$ cat config.mk
export PLATFORM = sky130hd
export DESIGN_NAME = jtframe_upi_mbox
export DESIGN_NICKNAME = d
export VERILOG_FILES = /design/src/rtl/jtframe_upi_mbox.sv
export SDC_FILE = /design/constraint.sdc
export NUM_CORES = 1
export LEC_CHECK = 0
export CORE_UTILIZATION = 30
export DETAILED_ROUTE_END_ITERATION = 8
export HOLD_SLACK_MARGIN = 0.03
export PLACE_DENSITY_LB_ADDON = 0.05
export SYNTH_ARGS = -nofsm -noshare
export SYNTH_HDL_FRONTEND = slang
export SYNTH_SLANG_ARGS = --single-unit
$ cat constraint.sdc
create_clock -name clk -period 2.5 [get_ports clk]
set_input_delay 0.5 -clock clk [delete_from_list [all_inputs] [get_ports clk]]
set_output_delay 0.5 -clock clk [all_outputs]
set_load 0.02 [all_outputs]
$ cat src/rtl/jtframe_upi_mbox.sv
// UPI-41/8742-style host mailbox with per-direction FIFOs and an MCU user status field.
// Define JTFRAME_UPI_MBOX_IRQ_EN to add the host_irq/mcu_irq outputs.
module jtframe_upi_mbox #(
  parameter int unsigned DW    = 8,
  parameter int unsigned DEPTH = 4,
  parameter int unsigned STW   = 4
) (
  input  logic          clk,
  input  logic          rst,
  input  logic          cen,
  input  logic          a0,
  input  logic          cs_n,
  input  logic          cpu_rdn,
  input  logic          cpu_wrn,
  input  logic [DW-1:0] din,
  output logic [DW-1:0] dout,
  input  logic          mcu_rd,
  output logic [DW-1:0] mcu_dout,
  output logic          mcu_cmd,
  output logic          mcu_ibf,
  input  logic          mcu_wr,
  input  logic [DW-1:0] mcu_din,
  output logic          mcu_obf,
  input  logic          mcu_f0,
  input  logic [STW-1:0] mcu_st,
`ifdef JTFRAME_UPI_MBOX_IRQ_EN
  output logic          host_irq,
  output logic          mcu_irq,
`endif
  output logic          ovf
);

  localparam int unsigned AW = (DEPTH > 1) ? $clog2(DEPTH) : 1;
  localparam int unsigned CW = $clog2(DEPTH) + 1;

  function automatic logic [AW-1:0] ptr_inc(input logic [AW-1:0] p);
    if (32'(p) == DEPTH - 1) return '0;
    return p + AW'(1);
  endfunction

  // Host strobe sampling and edge detection
  logic r_csn, r_a0;
  logic r_rdn_s, r_rdn_d, r_rd_hi, r_rd_arm;
  logic r_wrn_s, r_wrn_d, r_wr_hi, r_wr_arm;
  logic w_rd_edge, w_wr_edge;

  always_ff @(posedge clk) begin
    if (rst) begin
      r_csn    <= 1'b1;
      r_a0     <= 1'b0;
      r_rdn_s  <= 1'b1;
      r_rdn_d  <= 1'b1;
      r_wrn_s  <= 1'b1;
      r_wrn_d  <= 1'b1;
      r_rd_hi  <= 1'b0;
      r_rd_arm <= 1'b0;
      r_wr_hi  <= 1'b0;
      r_wr_arm <= 1'b0;
    end else begin
      r_rdn_d <= r_rdn_s;
      r_wrn_d <= r_wrn_s;
      if (cen) begin
        r_csn   <= cs_n;
        r_a0    <= a0;
        r_rdn_s <= cpu_rdn;
        r_wrn_s <= cpu_wrn;
        // A strobe only arms after a real high-then-low sequence following reset
        if (cpu_rdn) r_rd_hi <= 1'b1;
        else if (r_rd_hi) r_rd_arm <= 1'b1;
        if (cpu_wrn) r_wr_hi <= 1'b1;
        else if (r_wr_hi) r_wr_arm <= 1'b1;
      end
    end
  end

  assign w_rd_edge = r_rdn_s & ~r_rdn_d & r_rd_arm & ~r_csn;
  assign w_wr_edge = r_wrn_s & ~r_wrn_d & r_wr_arm & ~r_csn;

  // Input FIFO: host -> MCU, entries tagged with a0
  logic [DW:0]   r_ififo [DEPTH];
  logic [AW-1:0] r_iwp, r_irp;
  logic [CW-1:0] r_icnt;
  logic          w_ipop, w_ipush, w_idrop, w_ifull;

  assign w_ifull = (r_icnt == CW'(DEPTH));
  assign w_ipop  = mcu_rd & (r_icnt != '0);
  assign w_ipush = w_wr_edge & (~w_ifull | w_ipop);
  assign w_idrop = w_wr_edge & w_ifull & ~w_ipop;

  always_ff @(posedge clk) begin
    if (w_ipush) r_ififo[r_iwp] <= {r_a0, din};
  end

  always_ff @(posedge clk) begin
    if (rst) begin
      r_iwp  <= '0;
      r_irp  <= '0;
      r_icnt <= '0;
    end else begin
      if (w_ipush) r_iwp <= ptr_inc(r_iwp);
      if (w_ipop)  r_irp <= ptr_inc(r_irp);
      if (w_ipush && !w_ipop)      r_icnt <= r_icnt + CW'(1);
      else if (!w_ipush && w_ipop) r_icnt <= r_icnt - CW'(1);
    end
  end

  // Output FIFO: MCU -> host
  logic [DW-1:0] r_ofifo [DEPTH];
  logic [AW-1:0] r_owp, r_orp;
  logic [CW-1:0] r_ocnt;
  logic          w_opop, w_opush, w_ofull, w_obf;

  assign w_ofull = (r_ocnt == CW'(DEPTH));
  assign w_obf   = (r_ocnt != '0);
  assign w_opop  = w_rd_edge & ~r_a0 & w_obf;
  assign w_opush = mcu_wr & (~w_ofull | w_opop);

  always_ff @(posedge clk) begin
    if (w_opush) r_ofifo[r_owp] <= mcu_din;
  end

  always_ff @(posedge clk) begin
    if (rst) begin
      r_owp  <= '0;
      r_orp  <= '0;
      r_ocnt <= '0;
    end else begin
      if (w_opush) r_owp <= ptr_inc(r_owp);
      if (w_opop)  r_orp <= ptr_inc(r_orp);
      if (w_opush && !w_opop)      r_ocnt <= r_ocnt + CW'(1);
      else if (!w_opush && w_opop) r_ocnt <= r_ocnt - CW'(1);
    end
  end

  // Flags: F1 follows the a0 of the last accepted host write
  logic r_f1, r_ovf;

  always_ff @(posedge clk) begin
    if (rst) begin
      r_f1  <= 1'b0;
      r_ovf <= 1'b0;
    end else if (w_idrop) begin
      r_ovf <= 1'b1;
    end else if (w_ipush) begin
      r_f1 <= r_a0;
      if (r_a0 && din == {DW{1'b1}}) r_ovf <= 1'b0;
    end
  end

  logic [DW-1:0] w_status;

  always_comb begin
    w_status              = '0;
    w_status[DW-1 -: STW] = mcu_st;
    w_status[3:0]         = {r_f1, mcu_f0, mcu_ibf, w_obf};
  end

  always_comb begin
    dout = '0;
    if (a0)         dout = w_status;
    else if (w_obf) dout = r_ofifo[r_orp];
  end

  assign mcu_ibf  = (r_icnt != '0);
  assign mcu_dout = r_ififo[r_irp][DW-1:0];
  assign mcu_cmd  = r_ififo[r_irp][DW];
  assign mcu_obf  = w_ofull;
  assign ovf      = r_ovf;

`ifdef JTFRAME_UPI_MBOX_IRQ_EN
  always_ff @(posedge clk) begin
    if (rst) begin
      host_irq <= 1'b0;
      mcu_irq  <= 1'b0;
    end else begin
      host_irq <= w_obf;
      mcu_irq  <= w_ipush;
    end
  end
`endif

endmodule

==> out/metrics.csv, run 1 <==
metric;value;unit
largest net degree at the start of global routing;34;
dominant synthesized flop cell;edfxtp_1;
outcome;finished, final reports clean;
vias post-DR;2199;
hold slack;0.471;ns
RSZ-0062 raised after global routing;true;
met2 routed WL;3710;µm
Clock Power Share;34.1;%
CP peak stage delay;0.46;ns
Final Cell Area;5220;µm²
# rows;41;
complex-gate fraction of the synthesized area;4.98;%
Via density;4.42;
most frequent cells in the layout;edfxtp_1 (68), clkdlybuf4s50_1 (32), dfxtp_1 (30);
Logic pwr share;21.5;%
Internal;3.21;mW
FFs w/ async S/R, synth;0;%
Seq/Total Area, Yosys;66.6;%
startpoint class of the critical path;primary input;
die footprint;13700;µm²
dpl hpwl;5110;µm
drt drc;0;
number of flops mapped to enable cells by yosys;68;
drt first-iter violations;156;
leakage power;1.91;nW
Final Hold Fails;0;
Worst Tran Pin Value;0.498;ns
maximum vdd drop;0.375;mV
number of antenna diodes;0;
flops & latches, synth;98;
pre-CTS setup slack;-0.283;ns
Hold-fix buffers, CTS;0;
f_max;0.409;GHz
grt ovf;0;
post-place instance area;4880;µm²
mux share of post-synthesis cell area;12.4;%
TNS Setup;0;ns
Net Sw Frac;25.9;%
initial antenna violation count;0;
area share of fa/ha/maj cells after synthesis;4.79;%
met3 WL post-DR;345;µm
CTS clk-pin slew, worst paths;0.07;ns
final period utilization;97.9;%
Max-Cap Viols;0;
Power per Cell Area;831;nW/µm²
Bufs on Longest Clock Path;2;
main combinational cell family by area after synthesis;multiplexers;
core footprint;12800;µm²
most common cell after layout, fill and taps aside;edfxtp_1;
sequential share of power;44.4;%
Post-Syn Area per Cell;16.1;µm²
Die H;117;µm
Setup Skew;0.00565;ns
Layout area overhead;31.5;%
clock tree sinks;98;
Fillers;1197;
Die X;117;µm
net switching power;1.12;mW
first-pass GRT wire length;12100;µm
crit path DAT;2.73;ns
clk_lat worst skew;0.34;ns
Synth Area in XOR/XNOR;0.883;%
total track usage;12.6;%
Max-slew headroom;66.7;%
final layout net count;365;
Synth cell types;37;
Simple-Gate Fraction of Synth Area;8.20;%
Final Max Tran Viols;0;
H-tree Lvls;3;
Wirelength per Cell;15.2;µm
Routability Congestion;0.689;
Yosys warnings;0;
vias in the first global route;2264;
Post-Synthesis Cell Area;3970;µm²
buffers plus inverters on the worst setup path;2;
Setup WS post-layout;0.0533;ns
Max Used Layer;met4;
count of input and output buffers;49;
DRT met1 WL;3430;µm
Crit path required time;2.78;ns
1st-pass router iterations;4;
layout cell share with drive strength beyond 1;20.9;%
DRT Wirelength;7590;µm
Crit. End Element;flop;
Initial Util;31.1;%
Ports;50;
TritonCTS clock tree;yes;
CP max FO;2;
total power;4.34;mW
Post-Syn Instances;247;
CTS Buf Count;9;
kind of critical path;in2reg;
DRT antenna net count;0;
worst min path class;reg2reg;
CP delay by family, top;simple AND/OR/NAND/NOR gates;
Crit-path slowest cell;clkdlybuf4s50_1;
Net Count, Synth;291;
postcts setup bufs;0;
Final min period;2.45;ns
critical path cell sequence;clkdlybuf4s50_1, or3b_4, o22ai_4, ha_2, inv_1, fa_1, xor2_1, or3_1, a21oi_2;
clock tree root driver cell;clkbuf_16;
Final Setup Violations;0;
-- flip-flops by register name, indices dropped and copies added (netlist names), 2 cells and up, named ones only --
register / flops
r_ififo: 36
r_ofifo: 32
r_icnt: 3
r_ocnt: 3
r_irp: 2
r_iwp: 2
r_orp: 2
r_owp: 2
-- final timing paths --
check	start	to	slack (ns)	depth (start not counted)
max	mcu_wr	r_ocnt[2]	0.05	9
min	r_wrn_s	r_wrn_d	0.47	1
max reg2reg	r_csn	r_ocnt[2]	0.27	8
min reg2reg	r_wrn_s	r_wrn_d	0.47	1
-- synth_stat cells (all sizes together) (5+ instances only) --
cell	n	area, µm²
edfxtp	68	2040
dfxtp	30	601
mux4	17	383
nor2	14	52.6
inv	13	48.8
ha	12	150
a21oi	10	53.8
and2	8	50.1
nand2b	8	50.1
a22o	7	61.3
mux2i	7	70.1
clkbuf	5	18.8
-- per-stage QoR --
step / utilization [%] / std cells
global placement: 38.2 / 482
finish: 40.8 / 498
global route: 40.8 / 498
floorplan: - / 247
detailed placement: 38.2 / 482
CTS: 40.7 / 498
-- power by group through the flow --
stage / registers [mW] / clock network, mW / logic [mW]
after floorplan: 1.93 / 0 / 0.558
after global placement: 1.96 / 0 / 0.987
after detailed placement: 1.96 / 0 / 0.989
after CTS: 1.93 / 1.53 / 0.964
after global routing: 1.94 / 1.59 / 1.03
final: 1.92 / 1.48 / 0.933
-- cells by family (layout without fill, tap and decap cells) --
logic type                 count (synthesis)  count (layout)
buffers and inverters                     22             101
muxes                                     27              27
xor gates and xnor gates                   4               4
and+or+nand+nor                           55              55
AOI/OAI and AO/OA                         27              27
adders and majority gates                 14              14
DFF                                       98              98
-- cell type report --
type                       instances  area, µm²  share of cell area (%)
clock buffer                      10        229                    4.39
clock inverter                     6       90.1                    1.73
inverter                          13       48.8                   0.936
multi-input combinational        127       1250                    24.0
sequential                        98       2640                    50.7
tap                              172        215                    4.13
timing repair buffer              72        739                    14.2
-- metal layers --
layer	track usage, %	vias up
met5	0	-
met4	4.30	0
met3	5.15	8
met2	20.8	36
met1	14.8	1077
li1	-	1078
-- what timing repair did --
action                                  in CTS  in global routing
resized for setup                           11                 11
pin swaps                                    0                  1
endpoints found under the setup margin      10                  9
(Power assumes the default switching activity.)
==> inputs of run 2 (changes only) <==
==> constraint.sdc (replaced) <==
create_clock -name clk -period 2 [get_ports clk]
set_input_delay 0.4 -clock clk [delete_from_list [all_inputs] [get_ports clk]]
set_output_delay 0.4 -clock clk [all_outputs]
set_load 0.02 [all_outputs]
==> run 2 against run 1 <==
The flow now finishes with violations (negative setup slack). Design area is 5.0% higher. Largest power group unchanged. Die area did not move. Hold slack got worse by 0.0038 ns. Combinational power increased by 52%. Utilization is 2.0 points higher. Final cell count up 3.8%. Register-to-register slack lost 0.42 ns. Sequential power up 25%. Sequential cell count stayed put. First-iteration DRC count down 41%. Count of clock-buffer cells in the layout did not move.
==> out/metrics.csv, run 2 (synthesis gave the netlist of run 1 again) <==
metric;value;unit;change
Die H;117;µm;unchanged
critical path cell sequence;or3b_4, o22ai_4, ha_4, inv_2, fa_2, xor2_1, or3_1, a21oi_1;;
Wirelength per Cell;15.3;µm;about the same
largest net degree at the start of global routing;34;;unchanged
Largest Register;r_ififo;;
grt ovf;0;;unchanged
CTS Buf Count;9;;unchanged
TritonCTS clock tree;yes;;
Worst Tran Pin Value;0.375;ns;-0.123 ns
max reg flops;36;;unchanged
worst r2r src;r_csn;;
Die X;117;µm;unchanged
drt first-iter violations;92;;-41%
initial antenna violation count;0;;unchanged
Final Setup Violations;10;;+10
R2R depth;8;;unchanged
Fillers;1195;;-0.17%
total track usage;12.5;%;-0.032 points
leakage power;1.98;nW;+3.5%
final layout net count;384;;+5.2%
Cells after DPL;495;;+2.7%
CP peak stage delay;0.38;ns;-0.08 ns
kind of critical path;reg2reg;;
worst min path class;reg2reg;;
Final min period;2.15;ns;
Final Util;42.9;%;+2.0 points
hold_sp;r_wr_hi;;
Power per Cell Area;1030;nW/µm²;+24%
hold-critical path depth;2;;+1
final cell count without fillers;517;;+3.8%
layout cell share with drive strength beyond 1;32.8;%;+12 points
H-tree Lvls;3;;unchanged
Final Max Tran Viols;0;;unchanged
Final Hold Fails;0;;unchanged
vias post-DR;2301;;+4.6%
most common cell after layout, fill and taps aside;edfxtp_1;;
count of input and output buffers;49;;unchanged
most frequent cells in the layout;edfxtp_1 (68), clkdlybuf4s50_1 (28), buf_4 (28);;
dpl hpwl;5300;µm;+3.8%
die footprint;13700;µm²;unchanged
Endpoint, Worst Hold;r_wr_hi;;
outcome;finished, violations left;;
RSZ-0062 raised after global routing;true;;
first-pass GRT wire length;12300;µm;+1.8%
DRT antenna net count;0;;unchanged
failing checks;negative setup slack;;
Crit path required time;2.27;ns;-0.51 ns
drt drc;0;;unchanged
# rows;41;;unchanged
Bufs on Longest Clock Path;2;;unchanged
buffers plus inverters on the worst setup path;1;;-1
final period utilization;108;%;
Max-slew headroom;74.9;%;+8.2 points
register-to-register setup slack;-0.15;ns;-0.42 ns
Layout area overhead;38.0;%;
Via density;4.45;;+0.79%
total power;5.66;mW;+31%
clock tree root driver cell;clkbuf_16;;
Setup WS post-layout;-0.150;ns;-0.204 ns
startpoint class of the critical path;flop;;
number of antenna diodes;0;;unchanged
Hold-fix buffers, CTS;0;;unchanged
hold slack;0.467;ns;-0.00377 ns
CP max FO;4;;+2
worst r2r dst;r_ocnt[2];;
Crit. End Element;flop;;
1st-pass router iterations;4;;unchanged
Initial Util;31.1;%;unchanged
area of the multi-input gates;1290;µm²;+3.0%
Ports;50;;unchanged
clk_lat worst skew;0.34;ns;about the same
Crit-path slowest cell;or3b_4;;
DRT Wirelength;7890;µm;+3.9%
Setup Skew;0.00399;ns;-0.00166 ns
Largest regs;r_ififo x36, r_ofifo x32;;
maximum vdd drop;0.489;mV;+30%
CTS clk-pin slew, worst paths;0.07;ns;about the same
CP delay by family, top;simple AND/OR/NAND/NOR gates;;
vias in the first global route;2293;;+1.3%
crit path DAT;2.42;ns;-0.31 ns
Reg area;2650;µm²;+0.33%
Max-Cap Viols;0;;unchanged
clock tree sinks;98;;unchanged
core footprint;12800;µm²;unchanged
f_max;0.465;GHz;
Routability Congestion;0.723;;+4.9%
[run 2: changes by cell type in the layout (fill, tap and decap cells not counted), moves of 3 or more]
cell	delta
dlygate4sd2_1	-6
inv_1	-3
buf_2	+9
inv_2	+3
clkdlybuf4s50_1	-4
buf_6	+7
dlymetal6s2s_1	-7
buf_12	+8
dfxtp_1	-3
buf_4	+11
[run 2: worst max path at each step]
| stage | startpoint | end | depth (start not counted) |
|---|---|---|---|
| 2_1_floorplan | mcu_wr | r_ocnt[2] | 8 |
| 3_3_place_gp | mcu_wr | r_ocnt[2] | 9 |
| 3_5_place_dp | mcu_wr | r_ocnt[2] | 9 |
| 4_1_cts | flop | dout[7] | 5 |
| 5_1_grt | r_csn | r_ocnt[2] | 8 |
| 6_report | r_csn | r_ocnt[2] | 8 |
[run 2: final cells by class]
cell class	instances	share of cell area (%)
Tap cell	172	3.93
Timing Repair Buffer	91	17.5
Sequential cell	98	48.4
Multi-Input combinational cell	127	23.5
Clock inverter	6	1.58
Inverter	13	0.891
Clock buffer	10	4.18
[run 2: what timing repair did]
action / 4_1_cts / 5_1_grt
cloned: 0 / 1
setup buffers: 3 / 2
setup endpoints to repair: 22 / 11
resized for setup: 92 / 8
pin swaps: 10 / 5
[run 2: report_power, final]
part / internal, mW / switching (mW) / total [mW]
sequential: 2.31 / 0.0950 / 2.40
clock: 1.10 / 0.742 / 1.84
combinational: 0.776 / 0.642 / 1.42
total: 4.18 / 1.48 / 5.66
[run 2: through the flow]
step	setup TNS, ns	area [µm²]	setup WS, ns
finish	-0.690	5480	-0.150
global route	-1.40	5480	-0.212
CTS	-0.939	5420	-0.170
detailed placement	-12.99	5090	-0.690
global placement	-11.72	5090	-0.623
floorplan	-0.247	3990	-0.197
[run 2: worst min-delay path: cells and delay by family (launching register included)]
| family | cells | cell delay, ns |
|---|---|---|
| flops | 1 | 0.33 |
| simple gates | 1 | 0.07 |
| compound gates | 1 | 0.04 |
[run 2: layer usage]
metal	part of all wire, %	global-route usage [%]	wire (µm)
met4	2.1	6.84	164
met2	46	19.2	3610
met3	3.8	2.88	302
met5	0	0	0
met1	48	16.5	3810
==> inputs of run 3 (changes only) <==
--- a/config.mk
+++ b/config.mk
@@ -5,7 +5,9 @@
 export SDC_FILE = /design/constraint.sdc
 export NUM_CORES = 1
 export LEC_CHECK = 0
-export CORE_UTILIZATION = 30
+export CAP_MARGIN = 20
+export CORE_ASPECT_RATIO = 0.9
+export CORE_UTILIZATION = 32
 export DETAILED_ROUTE_END_ITERATION = 8
 export HOLD_SLACK_MARGIN = 0.03
 export PLACE_DENSITY_LB_ADDON = 0.05
==> run 3 against run 2 <==
The run still ends with negative setup slack left. Count of clock-buffer cells in the layout is 4 higher. Sequential share of layout area up 0.57 points. Routed wire length decreased by 2.0%. Combinational power decreased by 6%. Non-clock buffer count did not move. Total power decreased by 5.8%. Global-route usage increased by 0.85 points. Clock power down 13%. Maximum frequency is 0.57% higher. Setup slack improved by 0.012 ns. First-iteration DRC count increased by 4.3%. Design area is 1.2% lower. Critical path type unchanged. Highest routed layer unchanged.
==> out/metrics.csv, run 3 (synthesis gave the netlist of run 1 again) <==
metric;value;unit;change
TNS Setup;-0.500;ns;+0.190 ns
worst min path class;reg2reg;;
dpl hpwl;5370;µm;+1.3%
Ports;50;;unchanged
number of antenna diodes;0;;unchanged
area of the multi-input gates;1320;µm²;+2.3%
final layout net count;384;;unchanged
TritonCTS clock tree;yes;;
Final Max Tran Viols;0;;unchanged
layout cell share with drive strength beyond 1;33.3;%;+0.58 points
post-place instance area;5080;µm²;-0.29%
clock tree sinks;98;;unchanged
total track usage;13.4;%;+0.85 points
hold-critical path depth;2;;unchanged
max reg flops;36;;unchanged
total power;5.34;mW;-5.8%
worst r2r src;r_csn;;
worst r2r dst;r_ocnt[2];;
f_max;0.468;GHz;+0.57%
Reg area;2650;µm²;unchanged
register-to-register setup slack;-0.14;ns;about the same
count of input and output buffers;49;;unchanged
die footprint;12800;µm²;-6.1%
DRT Wirelength;7730;µm;-2.0%
kind of critical path;reg2reg;;
Fillers;1106;;-7.4%
Final Cell Area;5410;µm²;-1.2%
Crit path required time;2.27;ns;about the same
Endpoint, Worst Hold;r_rdn_s;;
H-tree Lvls;3;;unchanged
CTS Buf Count;9;;unchanged
R2R depth;8;;unchanged
startpoint class of the critical path;flop;;
CP peak stage delay;0.38;ns;about the same
Crit. End Element;flop;;
Die H;108;µm;-8.0%
hold_sp;r_rdn_s;;
Crit-path slowest cell;or3b_4;;
DRT antenna net count;0;;unchanged
CTS clk-pin slew, worst paths;0.06;ns;about the same
Power per Cell Area;986;nW/µm²;-4.7%
grt ovf;0;;unchanged
crit path DAT;2.41;ns;about the same
maximum vdd drop;0.488;mV;-0.24%
Wirelength per Cell;15.3;µm;+0.34%
Routability Congestion;0.658;;-9.0%
outcome;finished, violations left;;
first-pass GRT wire length;12500;µm;+2.1%
clk_lat worst skew;0.34;ns;about the same
drt first-iter violations;96;;+4.3%
vias post-DR;2273;;-1.2%
Setup WS post-layout;-0.138;ns;+0.0121 ns
critical path cell sequence;or3b_4, o22ai_4, ha_4, inv_2, fa_2, xor2_1, or3_1, a21oi_2;;
drt drc;0;;unchanged
most common cell after layout, fill and taps aside;edfxtp_1;;
# rows;38;;-7.3%
Worst Tran Pin Value;0.416;ns;+0.0412 ns
Via density;4.50;;+1.1%
clock tree root driver cell;clkbuf_16;;
Final min period;2.14;ns;-0.0121 ns
most frequent cells in the layout;edfxtp_1 (68), buf_4 (29), clkdlybuf4s50_1 (28);;
Setup Skew;0.00656;ns;+0.00256 ns
final period utilization;107;%;-0.61 points
failing checks;negative setup slack;;
RSZ-0062 raised after global routing;true;;
leakage power;1.96;nW;-1.2%
Final Setup Violations;9;;-1
Layout area overhead;36.4;%;
core footprint;12100;µm²;-5.5%
Max-Cap Viols;0;;unchanged
initial antenna violation count;0;;unchanged
Max-slew headroom;72.2;%;-2.8 points
largest net degree at the start of global routing;34;;unchanged
Final Hold Fails;0;;unchanged
Die X;119;µm;+2.0%
Bufs on Longest Clock Path;2;;unchanged
1st-pass router iterations;4;;unchanged
CP max FO;3;;-1
Largest Register;r_ififo;;
Initial Util;32.8;%;+1.8 points
Largest regs;r_ififo x36, r_ofifo x32;;
vias in the first global route;2325;;+1.4%
## run 3: cell count changes in the layout (fill, tap and decap cells not counted), sizes merged
| cell | previous run | this run |
|---|---|---|
| buf | 58 | 59 |
| bufinv | 2 | 0 |
| clkbuf | 11 | 14 |
| clkinv | 2 | 1 |
| clkinvlp | 0 | 1 |
| inv | 15 | 13 |
## run 3: worst max path at each step
stage               startpoint        end  slack [ns]  depth (start not counted)
detailed placement      mcu_wr  r_ocnt[2]       -0.68                          9
global placement        mcu_wr  r_ocnt[2]       -0.61                          9
CTS                      r_csn  r_ocnt[2]       -0.19                          8
floorplan               mcu_wr  r_ocnt[2]       -0.20                          8
finish                   r_csn  r_ocnt[2]       -0.14                          8
global route             r_csn  r_ocnt[2]       -0.22                          8
## run 3: per-layer routing
layer / vias up / global-route usage [%] / part of all wire [%]
met5: - / 0 / 0
met4: 0 / 5.09 / 1.5
met3: 9 / 3.87 / 2.8
met2: 26 / 20.2 / 46
met1: 1121 / 18.2 / 50
li1: 1117 / - / -
## run 3: final cells by class
cell class	instances	share of cell area, %
flip-flops and latches	98	49.0
repair buffers	91	16.9
well taps	160	3.70
clock buffers	14	4.88
multi-input cells	127	24.3
inverters	13	0.902
clock inverters	2	0.231
## run 3: stage by stage
stage	hold slack (ns)	worst slack, ns	util (%)	std cells
3_3_place_gp	0.450	-0.609	42.0	483
4_1_cts	0.479	-0.190	44.6	503
3_5_place_dp	0.460	-0.675	42.0	483
2_1_floorplan	0.437	-0.197	-	247
5_1_grt	0.504	-0.216	44.8	505
6_report	0.475	-0.138	44.8	505
## run 3: critical path: cells and delay by family (launching register included)
family | cells | cell delay [ns]
AOI/OAI and AO/OA | 2 | 0.32
xor gates and xnor gates | 1 | 0.17
adders and majority gates | 2 | 0.48
buffers and inverters | 1 | 0.03
DFF | 1 | 0.36
and+or+nand+nor | 2 | 0.71
## run 3: what timing repair did
action                     4_1_cts  5_1_grt
hold buffers                     0        0
pin swaps                       16        5
resized for setup               95        6
setup endpoints to repair       22       12
setup buffers                    4        2
## run 3: where the power goes
part	switching, mW	leakage [nW]	internal (mW)
clock network	0.691	0.133	0.911
registers	0.0892	0.864	2.31
logic	0.623	0.959	0.714
==> edit, RTL diff (config.mk and constraints of run 3) <==
Build with the macro `JTFRAME_UPI_MBOX_IRQ_EN` defined.
--- a/src/rtl/jtframe_upi_mbox.sv
+++ b/src/rtl/jtframe_upi_mbox.sv
@@ -1,4 +1,6 @@
 // UPI-41/8742-style host mailbox with per-direction FIFOs and an MCU user status field.
 // Define JTFRAME_UPI_MBOX_IRQ_EN to add the host_irq/mcu_irq outputs.
+`define JTFRAME_UPI_MBOX_IRQ_EN
+
 module jtframe_upi_mbox #(
   parameter int unsigned DW    = 8,
Check against the original RTL (old outputs only; new: host_irq and mcu_irq): equivalent (Yosys induction, for registers that start in step).
==> edit against run 3 <==
The run still ends with setup timing left. Total power up 8.3%. Routed wire length down 0.56%. Final cell count increased by 0.79%. Sequential cell count grew 2. Sequential power up 3%. Setup slack improved by 4.9 ps. Largest cell class unchanged. Highest routed layer unchanged. Cell area is 0.51% higher. Area after synthesis is 0.76% higher. Critical path type unchanged.
==> edit: results (changes against run 3) <==
Outcome:
- The flow ran to the end, but the final reports show violations.
- The checks that failed: setup timing.

Placed design:
- The half-perimeter wire length after detailed placement is 5440 µm (+1.5%).
- The count of buffers inserted at the top-level ports came to 51 (+4.1%).
- The worst setup slack after placement is -425 ps (+250 ps).
- The instance count after placement with tap cells included is 490 (+1.4%).
- The routability-driven placement congestion ratio is 0.710 (+8.0%).
- The instance area after placement is 5060 µm² (-0.25%).

Critical path:
- In this run the critical register-to-register path is captured at r_ocnt[2].
- The largest driver fanout on the critical path is 2 (-1).
- The worst reg-to-reg path cell count came to 9 (+1).
- Tracing the worst setup path back leads to its startpoint at r_rdn_s.

Routing:
- The wire length per cell after detailed routing came to 15.1 µm (-1.3%).
- The number of nets with antenna violations after routing was 0 (unchanged).
- The overall via count from detail_route was 2334 (+2.7%).
- The met3 wire length is 223 µm (+3.7%).
- The length of the first detailed-routing pass in iterations came to 6 (+2).
- The routed metal-1 wirelength is 3810 µm (-1.1%).
- The routed wire length on met2 is 3580 µm (+0.90%).
- The first-iteration detailed-routing DRC count is 111 (+16%).

CTS:
- The number of buffers created by CTS is 9 (unchanged).
- The number of buffers added for setup after CTS is 2 (-2).

GRT:
- The global-route track usage on met3 came to 3.22% (-0.65 points).
- The met1 routing resource usage after global routing is 17.9% (-0.36 points).
- The met2 capacity usage during global routing is 20.2% (+0.048 points).
- The largest net degree at the start of global routing is 24 (-29%).
- The number of global-route vias before repair is 2404 (+3.4%).
- The global-route usage over all layers is 13.0% (-0.37 points).
- The wire length of the first global-routing pass was 12600 µm (+0.49%).

Pwr:
- The cell area power density came to 1060 nW/µm² (+7.8%).
- The leakage power is 1.99 nW (+1.5%).
- The internal power is 4.31 mW (+9.5%).
- The power of the clock network is 1.97 mW (+23%).
- The peak supply drop is 0.000544 V (+11%).
- The flip-flop and latch power is 2.46 mW (+3%).

Layout:
- The number of nets in the final layout is 388 (+1.0%).
- The share of post-route cells with drive strength above 1 is 32.7% (-0.67 points).
- The number of inserted filler cells in the final layout is 1108 (+0.18%).
- The final non-filler cell total is 509 (+0.79%).

STA:
- The actual slew at the worst max-slew pin came to 494 ps (+77.7 ps).
- The count of final setup violators is 9 (unchanged).
- The final worst setup slack was -133 ps (+4.94 ps).
- The final worst hold slack is 476 ps (+1.83 ps).

Synthesis:
- The number of unique standard cell types used by synthesis is 41 (+11%).
- The proportion of synthesized chip area in sequential cells was 67.1% (+0.50 points).
- The average cell area after synthesis is 15.7 µm² (-2.0%).
- By area the synthesized netlist is led by sky130_fd_sc_hd__edfxtp_1 51%, sky130_fd_sc_hd__dfxtp_1 16%, sky130_fd_sc_hd__mux4_2 9.6%.
- After synthesis, the most frequently instantiated cells are 68 x sky130_fd_sc_hd__edfxtp_1, 32 x sky130_fd_sc_hd__dfxtp_1, 17 x sky130_fd_sc_hd__mux4_2.

Worst hold path:
- The worst min-delay path startpoint is r_wr_hi.
- The min-delay analysis places its worst path in the category reg -> reg.
- The path with the worst hold slack has its endpoint at r_wr_hi.
-- edit: changes by cell type after synthesis, sizes merged, moves of 2 or more --
| cell | delta |
|---|---|
| dfxtp | +2 |
| mux2i | -2 |
| o21ai | +3 |
| a21oi | +2 |
| nand2b | -3 |
| and2 | -4 |
| nand3 | +2 |
| and3 | +4 |
-- edit: logic make-up (layout without fill, tap and decap cells) --
family / count (synthesis) / after routing / synth area share (%)
DFF: 100 / 100 / 67.1
AOI/OAI and AO/OA: 32 / 32 / 5.07
adders and majority gates: 14 / 14 / 4.76
muxes: 24 / 24 / 11.5
xor gates and xnor gates: 4 / 4 / 0.877
and+or+nand+nor: 58 / 58 / 8.55
buffers and inverters: 22 / 117 / 2.13
-- edit: final cells by class --
cell class	count	area [µm²]	area share, %
inverters	13	48.8	0.897
multi-input cells	132	1310	24.0
well taps	160	200	3.68
clock inverters	7	121	2.23
flip-flops and latches	100	2690	49.4
clock buffers	9	225	4.14
repair buffers	88	850	15.6
